## src/rtl/demux1to4_pkg.sv

```systemverilog
// Shared types and sizes for the 1-to-4 registered distributor.
// Optional delivered-word counters are enabled with DEMUX_CNT_EN.
package demux1to4_pkg;

  localparam int unsigned DATA_W = 8;
  localparam int unsigned NCH    = 4;
  localparam int unsigned SEL_W  = 2;

  typedef logic [SEL_W-1:0]  sel_t;
  typedef logic [DATA_W-1:0] data_t;

  typedef enum logic {
    EMPTY = 1'b0,
    FULL  = 1'b1
  } chan_state_e;

endpackage

```

## src/rtl/demux_slot.sv

```systemverilog
// One output channel: one-entry data register with EMPTY/FULL state.
// DEMUX_CNT_EN adds an 8-bit wrapping delivered-word counter.
module demux_slot
  import demux1to4_pkg::*;
(
  input  logic  clk,
  input  logic  rst,
  input  logic  load_i,
  input  data_t data_i,
  input  logic  ready_i,
`ifdef DEMUX_CNT_EN
  output logic [DATA_W-1:0] cnt_o,
`endif
  output data_t data_o,
  output logic  valid_o
);

  chan_state_e state_q, state_d;
  data_t       data_q, data_d;
  logic        deliver;

  assign deliver = (state_q == FULL) && ready_i;

  always_ff @(posedge clk or posedge rst) begin
    if (rst) begin
      state_q <= EMPTY;
      data_q  <= '0;
    end else begin
      state_q <= state_d;
      data_q  <= data_d;
    end
  end

  // A load wins over a drain: the old word leaves, the new one stays resident.
  always_comb begin
    state_d = state_q;
    data_d  = data_q;
    unique case (state_q)
      EMPTY: begin
        if (load_i) begin
          state_d = FULL;
          data_d  = data_i;
        end
      end
      FULL: begin
        if (load_i) begin
          data_d = data_i;
        end else if (ready_i) begin
          state_d = EMPTY;
        end
      end
      default: state_d = EMPTY;
    endcase
  end

  assign data_o  = data_q;
  assign valid_o = (state_q == FULL);

`ifdef DEMUX_CNT_EN
  logic [DATA_W-1:0] cnt_q, cnt_d;

  always_ff @(posedge clk or posedge rst) begin
    if (rst) begin
      cnt_q <= '0;
    end else begin
      cnt_q <= cnt_d;
    end
  end

  always_comb begin
    cnt_d = cnt_q;
    if (deliver) begin
      cnt_d = cnt_q + DATA_W'(1);
    end
  end

  assign cnt_o = cnt_q;
`else
  logic unused_deliver;
  assign unused_deliver = deliver;
`endif

endmodule

```

## src/rtl/demux1to4.sv

```systemverilog
// Registered 1-to-4 distributor: steers each accepted word to one channel slot.
// DEMUX_CNT_EN exposes per-channel delivered-word counters cnt1..cnt4.
module demux1to4
  import demux1to4_pkg::*;
(
  input  logic                clk,
  input  logic                rst,
  input  logic [DATA_W-1:0]   in_data,
  input  logic [SEL_W-1:0]    in_sel,
  input  logic                in_valid,
  output logic                in_ready,
  output logic [DATA_W-1:0]   out1,
  output logic [DATA_W-1:0]   out2,
  output logic [DATA_W-1:0]   out3,
  output logic [DATA_W-1:0]   out4,
`ifdef DEMUX_CNT_EN
  output logic [DATA_W-1:0]   cnt1,
  output logic [DATA_W-1:0]   cnt2,
  output logic [DATA_W-1:0]   cnt3,
  output logic [DATA_W-1:0]   cnt4,
`endif
  output logic [NCH-1:0]      out_valid,
  input  logic [NCH-1:0]      out_ready
);

  data_t          chan_data [NCH];
  logic [NCH-1:0] load;
  logic           accept;

  // Addressed channel can take a word if empty or being drained this cycle.
  assign in_ready = !out_valid[in_sel] || out_ready[in_sel];
  assign accept   = in_valid && in_ready;

`ifdef DEMUX_CNT_EN
  data_t chan_cnt [NCH];
`endif

  for (genvar k = 0; k < NCH; k++) begin : g_slot
    assign load[k] = accept && (in_sel == SEL_W'(k));

    demux_slot u_slot (
      .clk     (clk),
      .rst     (rst),
      .load_i  (load[k]),
      .data_i  (in_data),
      .ready_i (out_ready[k]),
`ifdef DEMUX_CNT_EN
      .cnt_o   (chan_cnt[k]),
`endif
      .data_o  (chan_data[k]),
      .valid_o (out_valid[k])
    );
  end

  assign out1 = chan_data[0];
  assign out2 = chan_data[1];
  assign out3 = chan_data[2];
  assign out4 = chan_data[3];

`ifdef DEMUX_CNT_EN
  assign cnt1 = chan_cnt[0];
  assign cnt2 = chan_cnt[1];
  assign cnt3 = chan_cnt[2];
  assign cnt4 = chan_cnt[3];
`endif

endmodule

```

## config.mk

```make
export PLATFORM = sky130hd
export DESIGN_NAME = demux1to4
export DESIGN_NICKNAME = d
export VERILOG_FILES = /design/src/rtl/demux1to4_pkg.sv /design/src/rtl/demux_slot.sv /design/src/rtl/demux1to4.sv
export SDC_FILE = /design/constraint.sdc
export NUM_CORES = 1
export LEC_CHECK = 0
export BUFFER_PORTS_ARGS = -buffer_cell sky130_fd_sc_hd__buf_2
export CAP_MARGIN = 5
export CORE_ASPECT_RATIO = 2
export CORE_MARGIN = 5
export CORE_UTILIZATION = 43
export CTS_CLUSTER_SIZE = 28
export DETAILED_ROUTE_END_ITERATION = 8
export PLACE_DENSITY = 0.74
export SYNTH_ARGS = -nofsm -noshare
export SYNTH_HDL_FRONTEND = slang
export SYNTH_SLANG_ARGS = --single-unit
```

## constraint.sdc

```tcl
create_clock -name clk -period 1.2 [get_ports clk]
set_input_delay 0.24 -clock clk [delete_from_list [all_inputs] [get_ports clk]]
set_output_delay 0.24 -clock clk [all_outputs]
set_load 0.05 [all_outputs]
```

==> flow_summary.json <==
{
  "cp.arrival_ns": 1.38,
  "syn_inst": 92,
  "ys_seq_elements": 36,
  "skew_ns": 0.00432,
  "dieArea_sq_um": 4660,
  "finalWeightedCongestion": 0.741,
  "wl_met1_um": 1160,
  "fp.dieH_um": 91.7,
  "vias": 976,
  "avgSynthCellArea_sq_um": 15.6,
  "whs_ns": -0.00543,
  "crit_path_end_kind": "output port",
  "min_path_type": "input port to async pin",
  "syn-cell-area_sq_um": 1440,
  "setup_ws_ns": -0.420,
  "drc": 0,
  "grt_setup_unrepaired": "yes",
  "grt_use_total": 0.153,
  "wl_met2_um": 1950,
  "top_layer": "met4",
  "dp_hpwl_um": 2490,
  "io_pins": 54,
  "period_needed_ns": 1.62,
  "crit_family": "multiplexers",
  "grt_max_degree": 37,
  "max_stage_delay_ns": 0.49,
  "ctsHoldBuffers": 0,
  "cts.htree.levels": 2,
  "cp_max_fo": 3,
  "finalCoreUtilization": 0.643,
  "portBuffers": 53,
  "worst-r2r-setup-slack_ns": -0.21,
  "place_area_sq_um": 1810,
  "seq_area_frac_synth": 0.628,
  "slew_headroom": 0.827,
  "critPathLaunch": "g_slot[3].u_slot.valid_o$_DFF_PP0_",
  "ir_worst_vdd_mv": 1.14,
  "grt_pass1_wl_um": 5380,
  "syn_nets": 109,
  "cts.sinks": 36,
  "leakage_uw": 0.00104,
  "n_antenna_cell": 0,
  "routed_wirelength_um": 3400,
  "violations": "hold timing, setup timing",
  "crit_required_ns": 0.96,
  "r2r_end": "g_slot[2].u_slot.data_o[0]$_DFFE_PP0P_",
  "tns_ns": -3.90,
  "rows": 29,
  "cp_slowest_cell": "mux4_2",
  "core_sq_um": 3190,
  "clk_path_buf_depth": 2,
  "status": "finished, violations left",
  "crit_path_end": "in_ready",
  "cts_tree": "yes",
  "dp.cells": 181,
  "path_clk_slew_ns": 0.07,
  "fmax_mhz": 617,
  "die_w_um": 50.9,
  "maxCapViolations": 0,
  "finalMaxSlewViolations": 0,
  "period_share": 1.35,
  "antenna_found_initial": 0,
  "tightest_slew_ns": 0.261,
  "crit_type": "flip-flop to output port",
  "clk_latency_ns": 0.28,
  "syn2layout_area_growth_pct": 43.0,
  "cts_root_buffer": "clkbuf_8",
  "viasPerCell": 5.08,
  "routed-wl-met3_um": 215,
  "reg2regPathDepth": 5,
  "cp.depth": 3,
  "cts_inserted_buffers": 5,
  "drtIter0Drc": 8,
  "cp-start-kind": "flip-flop",
  "first_pass_iters": 3,
  "routedWlPerCell_um": 17.7,
  "setup_viol": 33,
  "antenna_left": 0,
  "fin_area_sq_um": 2050,
  "r2r_start": "g_slot[2].u_slot.valid_o$_DFF_PP0_",
  "synthDistinctLibCells": 13,
  "p_per_area_nw_per_um2": 1980,
  "fillers": 244,
  "start_util": 0.449,
  "grt_pass1_vias": 1109,
  "instances_no_fill": 192,
  "timing.final.hold_violations": 7,
  "path_cells": "nand2b_1 -> mux4_2 -> buf_6",
  "grt_remaining_overflow": 0,
  "final_nets": 177,
  "drive_above_1_share": 0.683,
  "yosys_warnings": 0,
  "critPathBufInv": 1
}
[stage by stage]
stage	power (uW)	worst slack (ns)
finish	4060	-0.420
global route	4230	-0.472
CTS	4110	-0.442
detailed placement	3140	-0.260
global placement	3100	-0.216
floorplan	2730	-0.0701
[placed cells by master, fill, tap and decap left out, types with 2 or more instances in the layout]
master | netlist | final
mux2_4 | 0 | 18
nand2b_1 | 4 | 4
buf_4 | 6 | 6
clkbuf_1 | 0 | 2
buf_12 | 0 | 3
clkbuf_8 | 0 | 6
dfrtp_1 | 36 | 36
buf_2 | 0 | 52
buf_6 | 0 | 5
nand2_1 | 5 | 5
mux2_2 | 32 | 14
[what timing repair did]
item | 4_1_cts | 5_1_grt
pin swaps | 0 | 1
setup endpoints to repair | 33 | 33
resized for setup | 27 | 1
buffers inserted | 0 | 2
gates cloned | 1 | 0
[where the power goes]
part | internal [uW] | total, uW | switching (uW)
Combinational | 499 | 1640 | 1140
Sequential | 1450 | 1580 | 129
Clock | 468 | 847 | 379
Total | 2420 | 4060 | 1650
[final cells by class]
cell class                      instances  area [sq um]  share of cell area
Multi-Input combinational cell         49           569               0.277
Timing Repair Buffer                   67           449               0.219
Sequential cell                        36           901               0.439
Tap cell                               31          38.8              0.0189
Inverter                                1          3.75             0.00183
Clock buffer                            8          90.1              0.0439
[flip-flops by register name, indices dropped and copies added, names as in the netlist]
register and cells:
g_slot.u_slot.valid_o 4, g_slot.u_slot.data_o 32
[synthesized netlist by cell type]
master | number | area, sq um
mux2_2 | 32 | 360
nor3b_4 | 1 | 18.8
nand2b_1 | 4 | 25.0
inv_1 | 1 | 3.75
o21ai_0 | 1 | 5.00
nand3b_2 | 1 | 11.3
dfrtp_1 | 36 | 901
buf_4 | 6 | 45.0
nand3_1 | 1 | 5.00
and3_1 | 1 | 6.26
nand2_1 | 5 | 18.8
mux4_2 | 1 | 22.5
nor2b_1 | 2 | 12.5
[worst min-delay path, cell delays in order]
cell,delay [ns]
buf_2,0.09
inv_1,0.08
buf_12,0.21
[worst min-delay path by stage]
stage | start | slack (ns) | endpoint
final | rst | -0.005 | g_slot[0].u_slot.data_o[7]$_DFFE_PP0P_
after global routing | rst | 0.007 | g_slot[0].u_slot.data_o[7]$_DFFE_PP0P_
after CTS | rst | 0.001 | g_slot[0].u_slot.data_o[7]$_DFFE_PP0P_
after detailed placement | rst | 0.30 | g_slot[0].u_slot.data_o[7]$_DFFE_PP0P_
after global placement | rst | 0.29 | g_slot[0].u_slot.data_o[1]$_DFFE_PP0P_
after floorplan | in_sel[0] | 0.35 | g_slot[2].u_slot.valid_o$_DFF_PP0_
[metal layers]
metal	track usage	up-vias
li1	-	449
met1	0.153	485
met2	0.273	35
met3	0.0519	7
met4	0.0661	0
met5	0	-
[kinds of logic after synthesis]
family          share of synthesized area
simple gates                       0.0680
compound gates                    0.00348
mux                                 0.267
flops                               0.628
buf+inv                            0.0340
Power figures use the tool's default switching activity.
